[config.mk]
export PLATFORM = sky130hd
export DESIGN_NAME = demux_1_to_4_tdm
export DESIGN_NICKNAME = d
export VERILOG_FILES = /design/src/rtl/demux_1_to_4_tdm_pkg.sv /design/src/rtl/demux_slot_ctr.sv /design/src/rtl/demux_1_to_4_tdm.sv
export SDC_FILE = /design/constraint.sdc
export NUM_CORES = 1
export LEC_CHECK = 0
export ABC_AREA = 0
export CAP_MARGIN = 10
export CORE_AREA = 2 2 41 43
export CTS_CLUSTER_SIZE = 30
export DETAILED_ROUTE_END_ITERATION = 8
export DIE_AREA = 0 0 43 45
export PLACE_DENSITY = 0.74
export SYNTH_ARGS = -nofsm -noshare
export SYNTH_HDL_FRONTEND = slang
export SYNTH_SLANG_ARGS = --single-unit
[constraint.sdc]
create_clock -name clk -period 2.4 [get_ports clk]
set_input_delay 0.48 -clock clk [delete_from_list [all_inputs] [get_ports clk]]
set_output_delay 0.48 -clock clk [all_outputs]
set_load 0.05 [all_outputs]
[src/rtl/demux_1_to_4_tdm_pkg.sv]
// demux_1_to_4_tdm_pkg
// Shared definitions for the TDM 1-to-4 demultiplexer:
//   state_t        - frame-alignment FSM states (HUNT / LOCKED)
//   SLOT_A..SLOT_D - slot numbers, matching the transmit-side {s1,s2} mapping
package demux_1_to_4_tdm_pkg;

  typedef enum logic {
    ST_HUNT   = 1'b0,
    ST_LOCKED = 1'b1
  } state_t;

  localparam logic [1:0] SLOT_A = 2'd0;
  localparam logic [1:0] SLOT_B = 2'd1;
  localparam logic [1:0] SLOT_C = 2'd2;
  localparam logic [1:0] SLOT_D = 2'd3;

endpackage

[src/rtl/demux_slot_ctr.sv]
// demux_slot_ctr
// 2-bit slot counter tracking the expected next slot of the TDM stream.
// Ports:
//   clk, rst_n : clock, asynchronous active-low reset
//   clear      : synchronous clear to slot 0 (highest priority)
//   load       : synchronous load to slot 1 (a sync sample was taken as slot 0)
//   en         : increment mod 4 (an in-sequence sample was accepted)
//   slot       : expected next slot, {s1,s2}
module demux_slot_ctr (
  input  logic       clk,
  input  logic       rst_n,
  input  logic       clear,
  input  logic       load,
  input  logic       en,
  output logic [1:0] slot
);

  import demux_1_to_4_tdm_pkg::*;

  always_ff @(posedge clk or negedge rst_n) begin
    if (!rst_n) begin
      slot <= SLOT_A;
    end else if (clear) begin
      slot <= SLOT_A;
    end else if (load) begin
      slot <= SLOT_B;
    end else if (en) begin
      slot <= slot + 2'd1;
    end
  end

endmodule

[src/rtl/demux_1_to_4_tdm.sv]
// demux_1_to_4_tdm
// Receive-side TDM demultiplexer: splits a serial stream of four interleaved
// channels (slot 0 flagged by sync) into four parallel registered outputs.
// Ports:
//   clk, rst_n   : clock, asynchronous active-low reset
//   din          : serial sample (WIDTH bits)
//   din_valid    : din holds a sample this cycle
//   sync         : current sample is slot 0 (qualified by din_valid)
//   a, b, c, d   : slots 0..3 of the last complete frame
//   out_valid    : one-cycle pulse when a..d update
//   s1, s2       : expected next slot {s1,s2}
//   locked       : frame alignment held
//   frame_err    : one-cycle pulse on an alignment violation
module demux_1_to_4_tdm #(
  parameter int unsigned WIDTH = 1
) (
  input  logic             clk,
  input  logic             rst_n,
  input  logic [WIDTH-1:0] din,
  input  logic             din_valid,
  input  logic             sync,
  output logic [WIDTH-1:0] a,
  output logic [WIDTH-1:0] b,
  output logic [WIDTH-1:0] c,
  output logic [WIDTH-1:0] d,
  output logic             out_valid,
  output logic             s1,
  output logic             s2,
  output logic             locked,
  output logic             frame_err
);

  import demux_1_to_4_tdm_pkg::*;

  state_t           state;
  logic [1:0]       slot;
  logic [WIDTH-1:0] stage_a;
  logic [WIDTH-1:0] stage_b;
  logic [WIDTH-1:0] stage_c;
  logic             ctr_clear;
  logic             ctr_load;
  logic             ctr_en;

  // Any accepted sync sample starts a frame, so the next slot is always 1;
  // a missing sync at slot 0 while locked drops back to slot 0.
  always_comb begin
    ctr_clear = 1'b0;
    ctr_load  = 1'b0;
    ctr_en    = 1'b0;
    if (din_valid) begin
      if (state == ST_LOCKED && slot == SLOT_A && !sync) begin
        ctr_clear = 1'b1;
      end else if (sync) begin
        ctr_load = 1'b1;
      end else if (state == ST_LOCKED) begin
        ctr_en = 1'b1;
      end
    end
  end

  demux_slot_ctr u_slot_ctr (
    .clk   (clk),
    .rst_n (rst_n),
    .clear (ctr_clear),
    .load  (ctr_load),
    .en    (ctr_en),
    .slot  (slot)
  );

  always_ff @(posedge clk or negedge rst_n) begin
    if (!rst_n) begin
      state     <= ST_HUNT;
      stage_a   <= '0;
      stage_b   <= '0;
      stage_c   <= '0;
      a         <= '0;
      b         <= '0;
      c         <= '0;
      d         <= '0;
      out_valid <= 1'b0;
      frame_err <= 1'b0;
    end else begin
      out_valid <= 1'b0;
      frame_err <= 1'b0;
      if (din_valid) begin
        case (state)
          ST_HUNT: begin
            if (sync) begin
              stage_a <= din;
              state   <= ST_LOCKED;
            end
          end
          ST_LOCKED: begin
            if (slot == SLOT_A && !sync) begin
              frame_err <= 1'b1;
              stage_a   <= '0;
              stage_b   <= '0;
              stage_c   <= '0;
              state     <= ST_HUNT;
            end else if (slot != SLOT_A && sync) begin
              // Restart the frame on the early sync; stale slots are cleared.
              frame_err <= 1'b1;
              stage_a   <= din;
              stage_b   <= '0;
              stage_c   <= '0;
            end else begin
              case (slot)
                SLOT_A: stage_a <= din;
                SLOT_B: stage_b <= din;
                SLOT_C: stage_c <= din;
                SLOT_D: begin
                  a         <= stage_a;
                  b         <= stage_b;
                  c         <= stage_c;
                  d         <= din;
                  out_valid <= 1'b1;
                end
                default: ;
              endcase
            end
          end
          default: state <= ST_HUNT;
        endcase
      end
    end
  end

  assign locked = (state == ST_LOCKED);
  assign s1     = slot[1];
  assign s2     = slot[0];

endmodule

### Yosys cells after proc, flatten, opt, wreduce, memory -nomap -nowiden

Cells that the tools add are included.

* logic and storage cells: 68
* flip-flop bits (word level): 12
* output and inout port bits: 9

* $add $sub $neg: 1
* bitwise operators: 3
* reduce and logical (&&, ||, !) cells: 14
* eq/ne operators: 5
* muxes and demuxes: 34

Operator list (count)
* 2-to-1 mux 1 bit: 29
* AND reduction 3 bit: 3
* nonzero test 3 bit: 3
* 2-to-1 mux 2 bit: 3
* AND reduction 5 bit: 1
* equality test 2 bit (second input constant): 2
* logical AND 1 bit: 4
* != test 4 x 1 -> 1 bit (second input constant): 1
* case mux 1 bit (2 select lines): 2
* inverter 1 bit: 3
* adder 2 x 1 -> 2 bit (second input constant): 1
* equality test 2 x 1 -> 1 bit (second input constant): 1
* zero test 2 bit: 1
* != test 2 bit (second input constant): 1
* nonzero test 2 bit: 1
* zero test 1 bit: 1

### Longest topological paths before layout

* word-level depth: 8
* gate-level depth with buffers: 5
* gate-level depth less buffers: 5

### By module

From an unflattened synthesis, not the netlist that was laid out.

* cells, all modules: 49
* area total of the unflattened synthesis: 593.1 um^2

By module, submodules not included
* demux_1_to_4_tdm: cells an instance 41, seq. area each 250.2 um^2, area each 495.5 um^2, instances 1
* demux_slot_ctr: cells an instance 8, seq. area each 50.0 um^2, area each 97.6 um^2, instances 1

### Least setup slack after synthesis

No wires, ideal clock.

* kind: reg2reg
* start point: reg u_slot_ctr.slot[1]
* end point: reg a
* stages on the path, launching flop included: 6
* path buffers: 0
* path slack: 411 ps
* data arrival time: 1864 ps
* required time: 2275 ps
* setup time: 125 ps
* cells stage by stage: dfrtp_1 inv_1 ha_1 nor2b_2 nor3_4 mux2_4

* word-level cells in the longest chain between the ends: 4
* elaborated cells on any way between the ends: 8
* classes of those cells: 1 x eq/ne; 2 x bitwise; 5 x reduce/logical

RTL lines
* start: declaration: RTL line demux_slot_ctr.sv:15 `output logic [1:0] slot`
* start signal: assignment: RTL line demux_slot_ctr.sv:28 `slot <= slot + 2'd1;`
* nonzero test 2 bit / zero test 2 bit (equally long branches): RTL line demux_1_to_4_tdm.sv:100, demux_1_to_4_tdm.sv:94
* logical AND 1 bit (on tied branches): RTL line demux_1_to_4_tdm.sv:100, demux_1_to_4_tdm.sv:94
* inverter 1 bit (no line)
* AND reduction 5 bit (no line) *
* end signal: assignment: RTL line demux_1_to_4_tdm.sv:112 `a <= stage_a;`
* end: declaration: RTL line demux_1_to_4_tdm.sv:22 `output logic [WIDTH-1:0] a,`

Mark *: on every way between the ends. The rest lies on a longest branch, timed or not.
A chain may end at the register's enable or synchronous reset.

### Final worst setup path

* start point: reg state, in the netlist locked
* end point: out locked

RTL lines
* start: declaration: RTL line demux_1_to_4_tdm.sv:35 `state_t state;`
* start signal: assignment: RTL line demux_1_to_4_tdm.sv:72 `state <= ST_HUNT;`
* start signal: assignment: RTL line demux_1_to_4_tdm.sv:90 `state <= ST_LOCKED;`
* start signal: assignment: RTL line demux_1_to_4_tdm.sv:99 `state <= ST_HUNT;`
* end: declaration: RTL line demux_1_to_4_tdm.sv:29 `output logic locked,`

No word-level cell between the ends.

==> results_dict.tcl <==
set metrics [dict create \
    synth_most_common_cell "dfrtp_1" \
    place_congestion 0.748 \
    fin_tns_setup_ns 0 \
    grt_pass1_vias 441 \
    post_cts_buffers 0 \
    synth.top_cells.by_area "dfrtp_1, ha_1, mux2_4" \
    p_int_mw 0.587 \
    busiest_layer "met2" \
    cpPeakStageDelay_ns 0.86 \
    synth_ff_type "dfrtp_1" \
    critPathSlowestCell "clkdlybuf4s50_1" \
    dieHeight_microns 45 \
    pwr-share-comb_pct 51.9 \
    grt_pass1_wl_mm 2.01 \
    path_delay_family "buffers and inverters" \
    pwr-share-seq_pct 32.6 \
    synth-seq-area-share_pct 47.1 \
    ys_seq_elements 12 \
    worstSetupEndpointType "primary output" \
    grt_util_met1_pct 19.1 \
    cts_made_buffers 3 \
    coreArea_sq_mm 0.00147 \
    grt_usage_pct 14.2 \
    grt_max_degree 13 \
    sw_frac_of_total_pct 43.5 \
    via_per_inst 5.24 \
    area_growth_pct 29.2 \
    n_antenna_cell 0 \
    path_max_fanout 9 \
    cts_buffer_depth 2 \
    grt-ovfl-total 0 \
    drive_above_1_share_pct 21.1 \
    hold_violations 0 \
    holdBufCountCts 0 \
    synth_top_cell_by_area "dfrtp_1" \
    ant_nets 0 \
    required_ns 1.92 \
    hp-class "flop to flop" \
    fin_crit_sh_pct 87.6 \
    p_leak_nw 0.375 \
    synth_nets 64 \
    initial_utilization_pct 43.4 \
    synth_common_cells "dfrtp_1, nand2_1, o21ai_0, ha_1, mux2_4" \
    path_class "flop to primary output" \
    fin_worst_skew_ns 0.00120 \
    dp_hpwl_microns 845 \
    worst_pin_slew_ns 0.548 \
    max_slew_margin_pct 63.4 \
    drc 0 \
    synth_cells 54 \
    fin_nets 82 \
    clock_latency_ns 0.27 \
    first_pass_iters 3 \
    syn-cell-area_sq_um 638 \
    grtUsageMet3_pct 2.40 \
    grtUsageMet2_pct 22.1 \
    drv_slew 0 \
    power_frac_clock_pct 15.5 \
    finalCriticalPeriod_ns 2.10 \
    yosysWarningCount 0 \
    p_sw_mw 0.453 \
    avgSynthCellArea_sq_um 11.8 \
    synth_top_area_share_pct 47.1 \
    async_reset_ff_share_pct 100 \
    std_cell_rows 14 \
    io_pins 14 \
    drt_iter0_drc 4 \
    die_x_microns 43 \
    synth_cell_types 21 \
    wl_per_cell_microns 13.1 \
    placed_area_sq_um 788 \
    power_mw 1.04 \
    worst-path-buf-inv 1 \
    cts_tree "built" \
    cp_cell_sequence "clkdlybuf4s50_1" \
    clkSlewWorstSetupHoldPaths_ns 0.08 \
    rsz0062_at_grt "false" \
    pre_cts_ws_ns 0.388 \
    status "completed" \
    portBuffers 13 \
    critPathLaunchType "flop" \
    cts_resized 0 \
    synth-edff-count 0 \
    routed_wl_mm 1.14 \
    setup_ws_ns 0.299 \
    max_freq_mhz 476 \
    cts_max_level 1 \
    worstPathArrival_ns 1.62 \
    dieArea_sq_mm 0.00194 \
    clockRootBuffer "clkbuf_4" \
    power.density_mw_per_mm2 1260 \
    fin_area_sq_um 825 \
    setup_viol 0 \
    clock_sinks 12 \
    peakVddDrop_mv 0.594 \
    cap_violations 0 \
    antenna_found_initial 0 \
    vias 456 \
]
-- final cells by class --
class | instances | area (sq um)
Clock buffer | 4 | 36.3
Inverter | 3 | 11.3
Sequential cell | 12 | 300
Tap cell | 16 | 20.0
Timing Repair Buffer | 13 | 130
Fill cell | 135 | 647
Multi-Input combinational cell | 39 | 327
-- worst paths after layout --
check,start,endpoint,slack [ns],cells past startpoint
min in group asynchronous,rst_n,a,0.56,1
worst min register to register,stage_a,a,0.51,1
worst max-delay path,locked,locked,0.30,1
max in group asynchronous,rst_n,u_slot_ctr.slot[1],1.48,1
worst min-delay path,stage_a,a,0.51,1
worst max register to register,u_slot_ctr.slot[0],d,0.67,5
-- cells by family after synthesis --
group	after synthesis	share of synthesized area, %
multiplexers	6	12.5
AND/OR/NAND/NOR	18	18.8
buffers and inverters	3	1.76
AO/OA/AOI/OAI	10	10.0
flip-flops	12	47.1
adder cells (fa/ha/maj)	5	9.80
-- power by group through the flow --
stage | Combinational [mW] | Clock (mW) | Sequential (mW)
floorplan | 0.213 | 0 | 0.510
global placement | 0.532 | 0 | 0.341
detailed placement | 0.542 | 0 | 0.344
CTS | 0.544 | 0.165 | 0.341
global route | 0.580 | 0.181 | 0.352
finish | 0.540 | 0.161 | 0.339
-- flip-flops by register name, indices dropped and copies added, names as in the netlist --
name / count
out_valid: 1
c: 1
a: 1
frame_err: 1
stage_a: 1
b: 1
locked: 1
d: 1
stage_b: 1
stage_c: 1
u_slot_ctr.slot: 2
-- through the flow --
stage,hold slack (ns),cells,utilization (%)
after floorplan,0.184,54,-
after global placement,0.495,83,53.6
after detailed placement,0.496,83,53.6
final,0.515,87,56.0
after global routing,0.537,87,56.0
after CTS,0.516,87,56.0
-- per-layer routing --
layer  wire (microns)  vias up
met5                0        -
met4               16        0
met3               29        3
met2              547       10
met1              544      219
li1                 -      224
-- cells in the final DEF, fill, tap and decap left out, types with 2 or more instances in the layout --
master and count:
clkbuf_4 3, clkdlybuf4s50_1 13, dfrtp_1 12, ha_1 5
inv_1 3, mux2_4 4, mux2i_1 2, nand2_1 7
nor3_1 2, o21ai_0 6
(Power assumes the default switching activity.)
==> edit 1: new RTL, config.mk and constraints unchanged <==
Add an input register stage for `din`, `din_valid` and `sync`, without a reset; this delays them by one clock. Comments in the files are not updated.
--- a/src/rtl/demux_1_to_4_tdm.sv
+++ b/src/rtl/demux_1_to_4_tdm.sv
@@ -32,6 +32,16 @@
 
   import demux_1_to_4_tdm_pkg::*;
 
+  logic [WIDTH-1:0] din_q;
+  logic din_valid_q;
+  logic sync_q;
+
+  always_ff @(posedge clk) begin
+    din_q       <= din;
+    din_valid_q <= din_valid;
+    sync_q      <= sync;
+  end
+
   state_t           state;
   logic [1:0]       slot;
   logic [WIDTH-1:0] stage_a;
@@ -47,10 +57,10 @@
     ctr_clear = 1'b0;
     ctr_load  = 1'b0;
     ctr_en    = 1'b0;
-    if (din_valid) begin
-      if (state == ST_LOCKED && slot == SLOT_A && !sync) begin
+    if (din_valid_q) begin
+      if (state == ST_LOCKED && slot == SLOT_A && !sync_q) begin
         ctr_clear = 1'b1;
-      end else if (sync) begin
+      end else if (sync_q) begin
         ctr_load = 1'b1;
       end else if (state == ST_LOCKED) begin
         ctr_en = 1'b1;
@@ -82,37 +92,37 @@
     end else begin
       out_valid <= 1'b0;
       frame_err <= 1'b0;
-      if (din_valid) begin
+      if (din_valid_q) begin
         case (state)
           ST_HUNT: begin
-            if (sync) begin
-              stage_a <= din;
+            if (sync_q) begin
+              stage_a <= din_q;
               state   <= ST_LOCKED;
             end
           end
           ST_LOCKED: begin
-            if (slot == SLOT_A && !sync) begin
+            if (slot == SLOT_A && !sync_q) begin
               frame_err <= 1'b1;
               stage_a   <= '0;
               stage_b   <= '0;
               stage_c   <= '0;
               state     <= ST_HUNT;
-            end else if (slot != SLOT_A && sync) begin
+            end else if (slot != SLOT_A && sync_q) begin
               // Restart the frame on the early sync; stale slots are cleared.
               frame_err <= 1'b1;
-              stage_a   <= din;
+              stage_a   <= din_q;
               stage_b   <= '0;
               stage_c   <= '0;
             end else begin
               case (slot)
-                SLOT_A: stage_a <= din;
-                SLOT_B: stage_b <= din;
-                SLOT_C: stage_c <= din;
+                SLOT_A: stage_a <= din_q;
+                SLOT_B: stage_b <= din_q;
+                SLOT_C: stage_c <= din_q;
                 SLOT_D: begin
                   a         <= stage_a;
                   b         <= stage_b;
                   c         <= stage_c;
-                  d         <= din;
+                  d         <= din_q;
                   out_valid <= 1'b1;
                 end
                 default: ;
Check against the original RTL: not equivalent (Yosys sat finds a counterexample within 4 cycles, from zero or initial values and one cycle with rst_n low).
==> edit 1 against the unedited design <==
- total power rose by 1.8%
- final area rose by 6.1%
- worst setup slack got worse by 0.0045 ns
- sequential share of layout area rose by 4.8 points
- die area did not move
- sequential cell count rose by 3
- hold slack got worse by 0.013 ns
- wire length fell by 1.1%
- synthesized cell count rose by 5.6%
- global-route usage fell by 0.17 points
- first-iteration DRC count rose to 2.5 times the old value
- synthesized area rose by 9.4%
- critical path type unchanged
==> edit 1: results (changes against the unedited design) <==
drt first-iter violations - 10 (+6)
initial antenna violation count - 0 (unchanged)
Placed Instance Area - 848.3 sq um (+7.6%)
Worst path max stage delay - 0.85 ns
Placer Congestion - 0.7306 (-2.4%)
Synth area leaders - dfrtp_1, ha_1, dfxtp_1, mux2_4, o21ai_0
layout cells sized above 1 - 18.92% (-2.2 points)
Clock Latency Late Sink - 0.28 ns
Hold Path Class - reg2reg
Leak Pwr - 0.0003943 uW (+5.2%)
Vias/cell - 5.167 (-1.4%)
final WL - 1126 um (-1.1%)
max reg flops - 2 (unchanged)
ANT cells - 0 (unchanged)
outcome - complete, no violations
postcts setup bufs - 0 (unchanged)
Final period util - 87.74% (+0.19 points)
Post-CTS Resized - 0 (unchanged)
dpl cells - 86 (+3.6%)
R2R Setup Slk - 0.67 ns (about the same)
Post-synth top cells - dfrtp_1, nand2_1, o21ai_0
Synth async-reset ratio - 80.00% (-20 points)
Synth Warn # - 0 (unchanged)
cts bufs inserted - 3 (unchanged)
Largest Register - u_slot_ctr.slot
First-pass DRT Iterations - 4 (+1)
worst rel slew slack - 64.14% (+0.77 points)
CP max-delay cell - clkdlybuf4s50_1
vias in the first global route - 468 (+6.1%)
Filler cells - 134 (-0.74%)
hold depth - 2 (+1)
r2r worst-path depth - 5 (unchanged)
Nets - 85 (+3.7%)
Final Skew - 0.003219 ns (+0.002016 ns)
HPWL Detailed - 842.8 um (-0.22%)
Root Buffer - clkbuf_4
H-tree levels - 1 (unchanged)
max cap viols - 0 (unchanged)
Global Route Usage Sum - 13.98% (-0.17 points)
buffers added on ports - 13 (unchanged)
Top delay family on crit path - buffers and inverters
syn_nets - 67 (+4.7%)
maximum vdd drop - 0.0005943 V (about the same)
sequential fraction of the synthesis area - 51.61% (+4.6 points)
synth unique cells - 22 (+4.8%)
first-pass GRT wire length - 1952 um (-2.7%)
dpl ws - 0.6100 ns (+0.2218 ns)
Syn Area/Cell - 12.25 sq um (+3.7%)
pin count of the biggest net entering global routing - 13 (unchanged)
CTS max path bufs - 2 (unchanged)
Non-Filler Instances - 90 (+3.4%)
edit 1: cell count changes after synthesis:
cell,before,now
dfxtp_1,0,3
edit 1: final timing paths:
kind / start / end
max: locked / locked
min: din_q / stage_a
max reg2reg: u_slot_ctr.slot[0] / d
min reg2reg: din_q / stage_a
max in group asynchronous: rst_n / stage_a
min in group asynchronous: rst_n / a
edit 1: logic make-up after synthesis:
kind of cell / count (synthesis) / share of synthesized area, %
simple gates: 18 / 17.21
buf+inv: 3 / 1.613
fa+ha+maj: 5 / 8.961
compound gates: 10 / 9.141
mux: 6 / 11.47
flops: 15 / 51.61
edit 1: power breakdown:
group | switching (uW) | internal (uW)
clock | 76.7 | 64.6
sequential | 66.4 | 327
combinational | 308 | 215
total | 452 | 607
edit 1: final cells by class:
type                            instances  share of cell area (%)
Inverter                                3                   1.288
Clock buffer                            4                   3.004
Multi-Input combinational cell         39                   37.34
Tap cell                               16                   2.289
Sequential cell                        15                   41.20
Timing Repair Buffer                   13                   14.88
edit 1: per-stage QoR:
stage | power [uW] | util [%] | hold slack, ns
floorplan | 771.2 | - | 0.1844
global placement | 913.6 | 57.65 | 0.4802
detailed placement | 924.5 | 57.65 | 0.4908
CTS | 1069 | 59.44 | 0.5023
global route | 1128 | 59.44 | 0.5310
finish | 1058 | 59.44 | 0.5015
edit 1: worst reg2reg max path, cell delays in order, from the launching register on:
cell and delay (ns):
dfrtp_1 0.45, inv_1 0.11, ha_1 0.24, nor2b_2 0.19, nor3_4 0.31, mux2_4 0.33
edit 1: layer usage:
metal | track usage [%] | wire (um) | vias to the layer above
met2 | 22.42 | 495 | 16
li1 | - | - | 231
met4 | 7.273 | 17 | 0
met3 | 4.000 | 82 | 3
met5 | 0 | 0 | -
met1 | 17.30 | 531 | 215
==> edit 2: new RTL, same settings <==
Made on the original files. Reset style: synchronous (`rst_n`), changed in 2 clocked blocks. Comments in the files are not updated.
--- a/src/rtl/demux_slot_ctr.sv
+++ b/src/rtl/demux_slot_ctr.sv
@@ -17,7 +17,7 @@
 
   import demux_1_to_4_tdm_pkg::*;
 
-  always_ff @(posedge clk or negedge rst_n) begin
+  always_ff @(posedge clk) begin
     if (!rst_n) begin
       slot <= SLOT_A;
     end else if (clear) begin
--- a/src/rtl/demux_1_to_4_tdm.sv
+++ b/src/rtl/demux_1_to_4_tdm.sv
@@ -67,7 +67,7 @@
     .slot  (slot)
   );
 
-  always_ff @(posedge clk or negedge rst_n) begin
+  always_ff @(posedge clk) begin
     if (!rst_n) begin
       state     <= ST_HUNT;
       stage_a   <= '0;
Check against the original RTL: differs if rst_n is asserted again (counterexample within 4 cycles, from zero or initial values and one cycle with rst_n low); with rst_n held inactive, the same outputs for 10 cycles.
==> edit 2 against the unedited design <==
- sequential share of layout area decreased by 6.6 points
- worst setup slack improved by 0.073 ns
- sequential cell count unchanged
- utilization is 1.3 points lower
- critical path depth is the same
- synthesized area is 0.59% lower
- global-route usage rose by 0.29 points
- final area fell by 2.3%
- wire length increased by 5.4%
- critical path type unchanged
- critical endpoint is now s2
- largest cell class unchanged
Power is not compared: it rests on default switching activity, and its combinational part moved more than twofold at a synthesized area within 25%.
==> edit 2: results (changes against the unedited design) <==
pin count of the biggest net entering global routing - 14 (+1)
RR Endpoint - stage_b
sequential power - 206 uW
Global Route Usage Sum - 14.44% (+0.29 points)
Synth async-reset ratio - 0% (-100 points)
Syn Area/Cell - 9.329 sq um (-21%)
HPWL Detailed - 877.8 um (+3.9%)
Placed Instance Area - 769.5 sq um (-2.4%)
mean routed wirelength per cell - 12.23 um (-6.5%)
R2R Setup Slk - 0.68 ns
outcome - complete, no violations
sequential fraction of the synthesis area - 37.87% (-9.2 points)
Crit. Startpoint - u_slot_ctr.slot[0]
reg2reg start - u_slot_ctr.slot[1]
Crit path arrival time - 1.55 ns (-0.07 ns)
synth unique cells - 28 (+33%)
Final Skew - 0.002572 ns (+0.001369 ns)
Clock Latency Late Sink - 0.28 ns
hold depth - 2 (+1)
Worst path max stage delay - 0.84 ns (-0.02 ns)
Synth area leaders - dfxtp_1, ha_1, mux2i_1, nand2_1, a311o_1
layout cells sized above 1 - 10.98% (-10 points)
syn_nets - 78 (+22%)
H-tree levels - 1 (unchanged)
Vias - 537 (+18%)
setup_tns - 0 ns (unchanged)
Compound-Gate Fraction of Synth Area - 13.61% (+3.6 points)
CTS max path bufs - 2 (unchanged)
Nets - 93 (+13%)
Hold Path Sink - a
vias in the first global route - 485 (+10%)
Total Power - 429.9 uW
Post-synth top cells - dfxtp_1, nand2_1, ha_1, mux2i_1, nand3_1
Vias/cell - 5.480 (+4.5%)
CP Max Fanout - 6 (-3)
Placer Congestion - 0.7553 (+0.95%)
drt first-iter violations - 8 (+4)
first-pass GRT wire length - 2083 um (+3.8%)
dpl ws - 0.4182 ns (+0.02993 ns)
worst rel slew slack - 66.85% (+3.5 points)
worst hold slack - 0.4547 ns (-0.06016 ns)
mux share of post-synthesis cell area - 7.890% (-4.7 points)
Synth Area in Adders - 9.862% (+0.058 points)
First-pass DRT Iterations - 4 (+1)
crit path to - s2
edit 2: layout make-up:
type	count	area (sq um)
multi-input combinational	49	356.6
timing repair buffer	15	145.1
tap	16	20.02
clock buffer	4	36.28
sequential	12	240.2
fill	152	665.6
inverter	2	7.507
edit 2: cell families (layout without fill, tap and decap cells):
| group | Yosys count | count (layout) |
|---|---|---|
| and+or+nand+nor | 28 | 28 |
| muxes | 5 | 5 |
| AOI/OAI and AO/OA | 11 | 11 |
| DFF | 12 | 12 |
| adders and majority gates | 5 | 5 |
| buffers and inverters | 7 | 21 |
edit 2: tightest hold or removal path, stage by stage (launching register included):
cell     delay [ns]
dfxtp_1        0.31
nand2_1        0.05
mux2i_1        0.05
edit 2: layer usage:
metal | vias to the layer above | GRT usage, % | wire [um]
met1 | 246 | 19.06 | 559
met5 | - | 0 | 0
met4 | 0 | 7.273 | 31
met2 | 18 | 21.82 | 527
li1 | 268 | - | -
met3 | 5 | 4.000 | 80
